## src/rtl/sqrt_sched.sv

```systemverilog
// sqrt_sched -- shares one iterative square-root core among NREQ requesters.
//
// One operation is in flight at a time. Requesters present a radicand with
// req_valid and hold it until req_ready (a one-hot grant) pulses for their
// lane. The scheduler then issues one core_start pulse. It waits for
// core_valid, or gives up after TIMEOUT cycles in WAIT, and then presents the
// result on the rsp_* handshake.
//
// Ports
//   clk, reset_n           clock, asynchronous active-low reset
//   req_valid[NREQ]        per-lane request, held with data until granted
//   req_rad[NREQ*WIDTH]    lane i radicand in bits [i*WIDTH +: WIDTH]
//   req_ready[NREQ]        one-hot grant, combinational in IDLE only
//   rsp_valid/rsp_ready    response handshake
//   rsp_id                 lane that owns the response
//   rsp_root/rsp_rem       core result (both 0 when rsp_err is set)
//   rsp_err                the core did not answer within TIMEOUT cycles
//   core_start             single-cycle start pulse to the core
//   core_rad               radicand to the core, held for the whole operation
//   core_valid/root/rem    core result, core_valid is a one-cycle pulse
//   sched_busy             high whenever the FSM is not idle
//
// FBITS only documents the Q-format of the data (Q(WIDTH-FBITS).FBITS).
// No arithmetic in this block depends on it.
module sqrt_sched #(
  parameter int WIDTH   = 32,
  parameter int FBITS   = 16,
  parameter int NREQ    = 4,
  parameter int TIMEOUT = 64
) (
  input  logic                    clk,
  input  logic                    reset_n,
  input  logic [NREQ-1:0]         req_valid,
  input  logic [NREQ*WIDTH-1:0]   req_rad,
  output logic [NREQ-1:0]         req_ready,
  output logic                    rsp_valid,
  input  logic                    rsp_ready,
  output logic [$clog2(NREQ)-1:0] rsp_id,
  output logic [WIDTH-1:0]        rsp_root,
  output logic [WIDTH-1:0]        rsp_rem,
  output logic                    rsp_err,
  output logic                    core_start,
  output logic [WIDTH-1:0]        core_rad,
  input  logic                    core_valid,
  input  logic [WIDTH-1:0]        core_root,
  input  logic [WIDTH-1:0]        core_rem,
  output logic                    sched_busy
);

  localparam int IDW = $clog2(NREQ);
  localparam int CW  = $clog2(TIMEOUT + 1);

  typedef enum logic [1:0] {
    S_IDLE,
    S_START,
    S_WAIT,
    S_RESP
  } state_t;

  state_t           state_reg, state_next;
  logic [IDW-1:0]   ptr_reg, ptr_next;
  logic [CW-1:0]    cnt_reg, cnt_next;
  logic [IDW-1:0]   owner_reg, owner_next;
  logic [WIDTH-1:0] core_rad_reg, core_rad_next;
  logic [IDW-1:0]   rsp_id_reg, rsp_id_next;
  logic [WIDTH-1:0] rsp_root_reg, rsp_root_next;
  logic [WIDTH-1:0] rsp_rem_reg, rsp_rem_next;
  logic             rsp_err_reg, rsp_err_next;

  logic             win_found;
  logic [IDW-1:0]   win_idx;

  // Unpack the flat radicand bus into one word per lane.
  logic [WIDTH-1:0] rad_lane [NREQ];
  for (genvar gi = 0; gi < NREQ; gi++) begin : g_lane
    assign rad_lane[gi] = req_rad[gi*WIDTH +: WIDTH];
  end

  // Lane index base+off wrapped modulo NREQ. NREQ need not be a power of two,
  // so a plain bit truncation would not wrap correctly.
  function automatic logic [IDW-1:0] lane_at(input logic [IDW-1:0] base,
                                             input int off);
    int sum;
    sum = int'(base) + off;
    if (sum >= NREQ) sum = sum - NREQ;
    return IDW'(sum);
  endfunction

  // Round-robin pick. The scan starts at ptr_reg and the first active lane
  // wins. Lanes that drop req_valid before a grant are skipped.
  always_comb begin
    win_found = 1'b0;
    win_idx   = '0;
    for (int k = 0; k < NREQ; k++) begin
      if (!win_found && req_valid[lane_at(ptr_reg, k)]) begin
        win_found = 1'b1;
        win_idx   = lane_at(ptr_reg, k);
      end
    end
  end

  always_comb begin
    state_next    = state_reg;
    ptr_next      = ptr_reg;
    cnt_next      = cnt_reg;
    owner_next    = owner_reg;
    core_rad_next = core_rad_reg;
    rsp_id_next   = rsp_id_reg;
    rsp_root_next = rsp_root_reg;
    rsp_rem_next  = rsp_rem_reg;
    rsp_err_next  = rsp_err_reg;
    req_ready     = '0;
    core_start    = 1'b0;
    rsp_valid     = 1'b0;
    case (state_reg)
      S_IDLE: begin
        // The grant is gated by reset_n. A requester that sees req_ready
        // drops its request, so the grant must not be shown while reset
        // discards the registers it would load.
        if (win_found && reset_n) begin
          req_ready     = NREQ'(1) << win_idx;
          owner_next    = win_idx;
          core_rad_next = rad_lane[win_idx];
          ptr_next      = (win_idx == IDW'(NREQ - 1)) ? '0 : win_idx + IDW'(1);
          state_next    = S_START;
        end
      end
      S_START: begin
        core_start = 1'b1;
        cnt_next   = '0;
        state_next = S_WAIT;
      end
      S_WAIT: begin
        // If core_valid lands in the last allowed cycle, it still wins over
        // the timeout.
        if (core_valid) begin
          rsp_id_next   = owner_reg;
          rsp_root_next = core_root;
          rsp_rem_next  = core_rem;
          rsp_err_next  = 1'b0;
          state_next    = S_RESP;
        end else if (cnt_reg == CW'(TIMEOUT - 1)) begin
          rsp_id_next   = owner_reg;
          rsp_root_next = '0;
          rsp_rem_next  = '0;
          rsp_err_next  = 1'b1;
          state_next    = S_RESP;
        end else begin
          cnt_next = cnt_reg + CW'(1);
        end
      end
      S_RESP: begin
        rsp_valid = 1'b1;
        if (rsp_ready) state_next = S_IDLE;
      end
      default: state_next = S_IDLE;
    endcase
  end

  always_ff @(posedge clk or negedge reset_n) begin
    if (!reset_n) begin
      state_reg    <= S_IDLE;
      ptr_reg      <= '0;
      cnt_reg      <= '0;
      owner_reg    <= '0;
      core_rad_reg <= '0;
      rsp_id_reg   <= '0;
      rsp_root_reg <= '0;
      rsp_rem_reg  <= '0;
      rsp_err_reg  <= 1'b0;
    end else begin
      state_reg    <= state_next;
      ptr_reg      <= ptr_next;
      cnt_reg      <= cnt_next;
      owner_reg    <= owner_next;
      core_rad_reg <= core_rad_next;
      rsp_id_reg   <= rsp_id_next;
      rsp_root_reg <= rsp_root_next;
      rsp_rem_reg  <= rsp_rem_next;
      rsp_err_reg  <= rsp_err_next;
    end
  end

  assign sched_busy = (state_reg != S_IDLE);
  assign core_rad   = core_rad_reg;
  assign rsp_id     = rsp_id_reg;
  assign rsp_root   = rsp_root_reg;
  assign rsp_rem    = rsp_rem_reg;
  assign rsp_err    = rsp_err_reg;

endmodule

```

## config.mk

```make
export PLATFORM = sky130hd
export DESIGN_NAME = sqrt_sched
export DESIGN_NICKNAME = d
export VERILOG_FILES = /design/src/rtl/sqrt_sched.sv
export SDC_FILE = /design/constraint.sdc
export NUM_CORES = 1
export LEC_CHECK = 0
export BUFFER_PORTS_ARGS = -buffer_cell sky130_fd_sc_hd__buf_2
export CAP_MARGIN = 20
export CORE_AREA = 2 2 117 119
export CTS_CLUSTER_DIAMETER = 120
export DETAILED_ROUTE_END_ITERATION = 6
export DIE_AREA = 0 0 119 121
export GPL_TIMING_DRIVEN = 0
export MAX_ROUTING_LAYER = met4
export PLACE_DENSITY_LB_ADDON = 0.12
export SLEW_MARGIN = 20
export SYNTH_ARGS = -nofsm -noshare
export SYNTH_HDL_FRONTEND = slang
export SYNTH_SLANG_ARGS = --single-unit
```

## constraint.sdc

```tcl
create_clock -name clk -period 2.26 [get_ports clk]
set_input_delay 0.452 -clock clk [delete_from_list [all_inputs] [get_ports clk]]
set_output_delay 0.452 -clock clk [all_outputs]
set_load 0.03 [all_outputs]
```

Word level (Yosys, flattened, before mapping):

Index checks and enable logic that the tools add are counted.

* word-level logic and storage cells: 97
* output and inout bits: 106
* input port bits: 200
* register bits: 112

* order comparisons: 9
* shifts and indexed selects: 1
* add/subtract/negate cells: 9
* bitwise operators: 1
* reduce and logical (&&, ||, !) cells: 15
* multiplexer cells: 43
* eq/ne operators: 10

Operators by type and width (count)
* $mux 32: 5
* $bmux 32 s2: 1
* $mux 2: 15
* $mux 7: 2
* $pmux 7 s2: 1
* $ge 3x3->1 const B: 4
* $lt 2x3->1 const B: 4
* $mux 1: 12
* $bmux 1 s2: 4
* $mux 4: 2
* $ne 2x2->1 const B: 4
* $pmux 2 s4: 1
* $sub 2x1->2 const B: 4
* $add 7x1->7 const B: 1
* $eq 7x6->1 const B: 1
* $add 2x2->3 const B: 2
* $eq 2x2->1 const B: 3
* $reduce_and 3->1: 2
* $reduce_bool 2->1: 3
* $logic_and 1x1->1: 4
* $reduce_and 2->1: 2
* $shl 1x2->4 const A: 1
* $add 2x1->3 const B: 1
* $ge 2x3->1 const B: 1
* other kinds (6): 8

Depth between registers and ports, before layout:

Gate-level depths: netlist of the first run.

* word-level depth: 18
* gate-level depth with buffers: 7
* mapped depth without buffers: 7

Least setup slack after synthesis of the first run:

No wires, ideal clock.

* path type: input to output
* from: input req_valid[2]
* to: output req_ready[2]
* arrival: 1833 ps
* path slack: -25 ps
* data required time: 1808 ps
* stages: 5
* buffers on the path: 1
* cells stage by stage: nor2b_1 -> a221oi_1 -> nor3_2 -> clkbuf_1 -> nor2b_1

* word-level cells in the longest chain between the ends: 15
* elaborated cells on any way between the ends: 26
* those cells by class: shift: 1; mux: 18; reduce/logical: 7

RTL lines
* start: declaration: RTL line 33 `input logic [NREQ-1:0] req_valid,`
* $bmux 1 s2: RTL line 95 `if (!win_found && req_valid[lane_at(ptr_reg, k)]) begin`
* $mux 1 (not written as such): RTL line 95
* $mux 1: RTL line 95
* $logic_not 1->1: RTL line 95
* $logic_and 1x1->1: RTL line 95
* $mux 1: RTL line 95
* $logic_not 1->1: RTL line 95
* $logic_and 1x1->1: RTL line 95
* $mux 1: RTL line 95
* $logic_not 1->1: RTL line 95
* $logic_and 1x1->1: RTL line 95
* $mux 2 or $mux 1 (tied branches): RTL line 95
* $shl 1x2->4 or $logic_and 1x1->1 (tied branches): RTL line 121, 120
* $mux 4 *: RTL line 120 `if (win_found && reset_n) begin`
* $mux 4 *: RTL line 115 `case (state_reg)`
* end: declaration: RTL line 35 `output logic [NREQ-1:0] req_ready,`

Every way passes the cells marked *; elsewhere a longest branch is shown, timed or not. The select of a mux whose other input is x is not followed.

Final worst setup path of the first run:

* from: register ptr_reg[1]
* to: output req_ready[3]

* word-level cells in the longest chain between the ends: 17
* elaborated cells on any way between the ends: 41
* those cells by class: add/sub: 7; order compare: 4; shift: 1; mux: 22; reduce/logical: 7

RTL lines
* start: declaration: RTL line 61 `logic [IDW-1:0] ptr_reg, ptr_next;`
* start signal: assignment: RTL line 173 `ptr_reg <= ptr_next;`
* branches (longest 15 deep; another with $add 2x1->3)
* $mux 4 *: RTL line 120
* $mux 4 *: RTL line 115

Every way passes the cells marked *. The select of a mux whose other input is x is not followed.

==> metrics.md, run 1 <==
| Metric | Value |
|---|---|
| Post-synth cell types | `38` |
| M2 GR Usage | `42.5%` |
| Area of the multi-input gates | `2500 um2` |
| Starting DRC count in detailed routing | `297` |
| Post-route DRC | `0` |
| Required time of the critical path | `1.81 ns` |
| Initial DRT Pass Iterations | `5` |
| Rel. slew slack | `51.3%` |
| H-tree Lvls | `3` |
| Register Area | `2810 um2` |
| I/O Pins | `306` |
| Share of power burned in the clock network | `16.1%` |
| Die area | `14400 um2` |
| Setup_tns | `-0.0160 ns` |
| Area leader, netlist | `dfrtp_1` |
| Worst min-delay path class | `in -> async` |
| Int Pwr | `6250 uW` |
| Synth Warn # | `0` |
| Via/cell ratio | `approximately 5.3` |
| Sw frac | `43.9%` |
| CTS Buffer Depth | `2` |
| Final worst slack | `-0.0160 ns` |
| Worst skew pair latency | `0.35 ns` |
| Ys async rst share | `100%` |
| Initial antenna violation count | `0` |
| Final setup violation count | `1` |
| Final Instance Count excl. Fillers | `between 900 and 1000` |
| Clock skew | `approximately 0.0065 ns` |
| Final nets | `1006` |
| Synth area leaders | `dfrtp_1, a22o_1, mux2_4, a221o_1, a21oi_1` |
| CTS clock-pin slew for the worst setup and hold paths | `0.07 ns` |
| Synthesized area | `~5400 um2` |
| Status | `finished, violations left` |
| Placed insts | `942` |
| Largest net degree at the start of global routing | `42` |
| RSZ-0062 raised after global routing | `yes` |
| Post-synth EDFFs | `0` |
| First-pass GRT wire length | `27200 um` |
| DRT antenna net count | `0` |
| Standard-cell rows | `42` |
| Hold Vio Cnt, Final | `0` |
| Most used routing layer | `met2` |
| Commonest non-fill, non-tap cell in the layout | `buf_2` |
| Worst slew pin tran | `between 0.7 and 0.8 ns` |
| Failing checks | `setup timing` |
| Comb power frac | `between 50% and 60%` |
| Hold_ws | `0.0490 ns` |
| Final Util | `around three fifths` |
| Gr ovfl total | `0` |
| Clk Tree Root Cell | `clkbuf_16` |
| GR Util met3 | `3.85%` |
| Core area | `13100 um2` |
| Critical Path AT | `1.82 ns` |
| Seq/Total Area, Yosys | `52.3%` |
| Post-Syn Instances | `460` |
| Avg Inst Size Synth | `11.6 um2` |
| Total power | `between 10000 and 15000 uW` |
| Maximum fanout along the worst path | `4` |
| Final period util | `101%` |
| DIE HEIGHT | `121 um` |
| Max Cap Viol | `0` |
| Drt wl/cell | `17.8 um` |
| Final worst path period need | `2.28 ns` |
| Fill cell count | `approximately 1100` |
| Pwr/cell area | `1400 nW/um2` |
| PortBufs | `~310` |
| Crit Path Class | `reg -> out` |
| Max Clk Rate | `0.439 GHz` |
| Die X | `119 um` |
| Num Clock Sinks | `112` |
| Total GRT Usage | `24.6%` |
| Setup crit start kind | `flop` |
| Detailed Route WL | `17500 um` |
| Seq pwr share | `30.7%` |
| Met1 usage | `29.9%` |
| FF+latch count, synth | `112` |
| Worst VDD drop | `0.641 mV` |
| Cts bufs inserted | `9` |
| CTS tree | `done` |
| Ant diodes | `0` |
| Vias in the first global route | `5304` |
| Post-synthesis net count | `666` |
| DR vias | `5174` |
| Leakage power | `0.00417 uW` |
| DP HPWL | `between 10000 and 15000 um` |
| Routability Congestion | `0.887` |
| Max-slew violations | `0` |
| Nature of the critical path endpoint | `output port` |
| Top_reg_cell synth | `dfrtp_1` |
| Psw | `~4900 uW` |
| Post-synth top area share | `52.3%` |
| P&R area growth vs syn | `48.2%` |
| Initial Util | `approximately two fifths` |
| Most frequent cells in the layout | `buf_2, dfrtp_1, a22o_1` |
| Share of layout cells above drive strength 1 | `a little over half` |
-- synth_stat cells (all sizes together), types with 6 or more instances --
cell    number
nand2       10
buf         11
a221o       32
clkbuf      28
mux2        35
o21ai       37
ha           6
a21oi       39
nor2        10
a22o        64
nand3       37
inv          6
dfrtp      112
-- routing by layer --
metal	up-vias	share of wire [%]
met1	2466	41
met5	-	0
met4	0	1.4
li1	2449	-
met3	16	6.7
met2	243	51
-- power groups by stage --
| stage | Combinational, uW | Sequential (uW) | Clock, uW |
|---|---|---|---|
| 2_1_floorplan | 2210 | 4990 | 0 |
| 3_3_place_gp | 5440 | 3390 | 0 |
| 3_5_place_dp | 5520 | 3420 | 0 |
| 4_1_cts | 5880 | 3400 | 1810 |
| 5_1_grt | 6310 | 3510 | 1900 |
| 6_report | 5930 | 3410 | 1790 |
-- layout make-up --
cell class / instances / area share [%]
plain buffers: 38 / 2.68
clock buffers: 11 / 3.18
clock inverters: 5 / 1.07
inverters: 6 / 0.284
multi-input cells: 303 / 31.5
flip-flops and latches: 112 / 35.3
well taps: 176 / 2.77
repair buffers: 330 / 23.1
-- final timing paths --
kind                               from           end  slack, ns  cells past startpoint
setup / recovery             ptr_reg[1]  req_ready[3]      -0.02                      7
hold / removal                  reset_n   core_rad[3]       0.05                      2
setup reg to reg             ptr_reg[1]  core_rad[24]       0.08                      8
hold reg to reg            owner_reg[1]  owner_reg[1]       0.48                      1
max in group asynchronous       reset_n    ptr_reg[1]       1.85                      2
min in group clk           core_root[3]   rsp_root[3]       0.32                      2
-- worst max-delay path, stage by stage, from the launching register on --
cell and delay (ns):
dfrtp_2 0.44, mux2i_4 0.28, o22ai_4 0.11, buf_6 0.13, nor2_4 0.10, ha_1 0.15
and2_4 0.13, buf_6 0.12
-- cell families after synthesis --
kind of cell | after synthesis | share of synthesized area, %
buffers and inverters | 45 | 3.69
adders and majority gates | 6 | 1.40
muxes | 36 | 9.51
DFF | 112 | 52.3
and+or+nand+nor | 76 | 7.24
AOI/OAI and AO/OA | 182 | 25.3
xor gates and xnor gates | 3 | 0.491
-- stage by stage --
step	instance area, um2	worst slack [ns]
after floorplan	5360	0.0388
after global placement	7100	-2.30
after detailed placement	7140	-0.854
after CTS	7860	-0.0212
after global routing	7940	-0.103
final	7940	-0.0160
-- repair_timing --
item                                    CTS  global route
gates resized for setup                  45            19
pin swaps                                 9             4
hold buffers                              1             0
setup buffers                            17             4
endpoints found under the setup margin   72            63
hold endpoints to repair                 32             0
gates cloned                              2             0
Power figures use the tool's default switching activity.
==> run 2, diff against run 1 <==
REMOVE_ABC_BUFFERS = 1   (was default)
==> metrics.md, run 2 (synthesized netlist as in run 1, its figures left out) <==
| Metric | Value |
|---|---|
| Post-place setup slack | `-0.995 ns` |
| Rel. slew slack | `38.9%` |
| Maximum fanout along the worst path | `5` |
| Via/cell ratio | `approximately 5.5` |
| Final nets | `994` |
| Max Cap Viol | `0` |
| First-pass GRT wire length | `around 29000 um` |
| Total GRT Usage | `26.8%` |
| DRT antenna net count | `0` |
| Setup crit start kind | `flop` |
| Final period util | `103%` |
| Setup_tns | `-0.117 ns` |
| Pwr/cell area | `1400 nW/um2` |
| Standard-cell rows | `42` |
| Core area | `13100 um2` |
| Reg-to-reg startpoint | `ptr_reg[1]` |
| Most frequent cells in the layout | `buf_2, dfrtp_1, a22o_1` |
| Worst slew pin tran | `roughly 0.9 ns` |
| Total power | `around 11000 uW` |
| Worst R2R Setup Slack | `0.02 ns` |
| Required time of the critical path | `~1.8 ns` |
| # hold bufs at CTS | `0` |
| Hold Vio Cnt, Final | `0` |
| P&R area growth vs syn | `48.7%` |
| Crit. Startpoint | `ptr_reg[1]` |
| DP HPWL | `12700 um` |
| Post-route DRC | `0` |
| Leakage power | `0.00418 uW` |
| Vias in the first global route | `5284` |
| Final setup violation count | `2` |
| Worst skew pair latency | `~0.35 ns` |
| Clock skew | `0.00845 ns` |
| H-tree Lvls | `3` |
| Status | `finished, violations left` |
| Die area | `14400 um2` |
| Critical Path AT | `approximately 1.9 ns` |
| Worst min-delay path class | `in -> async` |
| CTS Buffer Depth | `2` |
| Clk Tree Root Cell | `clkbuf_16` |
| Fill cell count | `~1100` |
| Initial DRT Pass Iterations | `5` |
| Reg2reg end | `core_rad[0]` |
| Detailed Route WL | `19200 um` |
| DR vias | `5328` |
| Starting DRC count in detailed routing | `between 300 and 400` |
| Nature of the critical path endpoint | `output port` |
| Worst R2R Path Depth | `6` |
| Initial Util | `40.9%` |
| Crit Path Class | `reg -> out` |
| Placed insts | `910` |
| Share of layout cells above drive strength 1 | `54.5%` |
| Largest net degree at the start of global routing | `65` |
| Initial antenna violation count | `1` |
| Die X | `119 um` |
| Worst setup path endpoint | `req_ready[3]` |
| CTS tree | `done` |
| Num Clock Sinks | `112` |
| Commonest non-fill, non-tap cell in the layout | `buf_2` |
| Routability Congestion | `0.828` |
| Final worst slack | `-0.0725 ns` |
| Final worst path period need | `between 2 and 2.5 ns` |
| CTS clock-pin slew for the worst setup and hold paths | `0.07 ns` |
| DIE HEIGHT | `121 um` |
| Failing checks | `setup timing` |
| Max-slew violations | `0` |
| Max Clk Rate | `0.429 GHz` |
| Final Instance Count excl. Fillers | `970` |
| Cts bufs inserted | `9` |
| PortBufs | `305` |
| RSZ-0062 raised after global routing | `yes` |
| Final Util | `60.9%` |
| Gr ovfl total | `0` |
| I/O Pins | `306` |
| Worst VDD drop | `0.588 mV` |
| Drt wl/cell | `19.8 um` |
## run 2: cell count changes in the layout (fill, tap and decap cells not counted), moves of 2 or more
| cell | before | now |
|---|---|---|
| inv_6 | 2 | 0 |
| clkbuf_8 | 4 | 1 |
| clkbuf_1 | 21 | 0 |
| buf_2 | 303 | 299 |
| clkinv_4 | 0 | 2 |
| clkinv_2 | 0 | 2 |
| clkbuf_16 | 9 | 11 |
| buf_4 | 21 | 38 |
| bufbuf_16 | 2 | 0 |
| buf_8 | 3 | 1 |
| buf_16 | 1 | 4 |
| clkbuf_2 | 6 | 0 |
## run 2: how the worst min path moves through the flow
| stage | startpoint | end | slack (ns) |
|---|---|---|---|
| 3_3_place_gp | owner_reg[0] | owner_reg[0] | 0.46 |
| 4_1_cts | reset_n | rsp_root[26] | 0.07 |
| 3_5_place_dp | reset_n | rsp_root[26] | 0.44 |
| 5_1_grt | reset_n | rsp_root[26] | 0.08 |
| 2_1_floorplan | reset_n | cnt_reg[0] | 0.16 |
| 6_report | reset_n | rsp_root[26] | 0.06 |
## run 2: stage by stage
step	hold slack [ns]	cell area [um2]
finish	0.0560	7960
global route	0.0841	7960
CTS	0.0705	7750
detailed placement	0.444	7160
global placement	0.456	6930
floorplan	0.156	5180
## run 2: layout make-up
cell class,count,area [um2],area share (%)
Multi-Input combinational cell,307,2550,32.0
Inverter,6,22.5,0.283
Clock buffer,9,225,2.83
Clock inverter,7,72.6,0.911
Sequential cell,112,2810,35.2
Antenna cell,1,2.50,0.0314
Timing Repair Buffer,352,2070,26.0
Tap cell,176,220,2.77
## run 2: layer usage
layer	share of wire (%)	global-route usage, %
met4	2.4	11.2
met5	0	-
met1	39	31.7
met3	7.1	4.79
met2	51	45.5
## run 2: power breakdown
part	switching (uW)	internal [uW]
registers	497	2900
logic	3750	2450
clock network	733	860
## run 2: timing repair
action | 4_1_cts | 5_1_grt
pin swaps | 10 | 9
buffers inserted | 16 | 23
gates cloned | 4 | 1
resized for setup | 32 | 8
setup endpoints to repair | 37 | 16
## run 2: critical path, cell delays in order (launching register included)
cell	delay, ns
dfrtp_2	0.47
nand2_4	0.09
buf_6	0.13
o22ai_4	0.27
nor2_4	0.10
ha_1	0.20
and2_1	0.15
buf_6	0.14
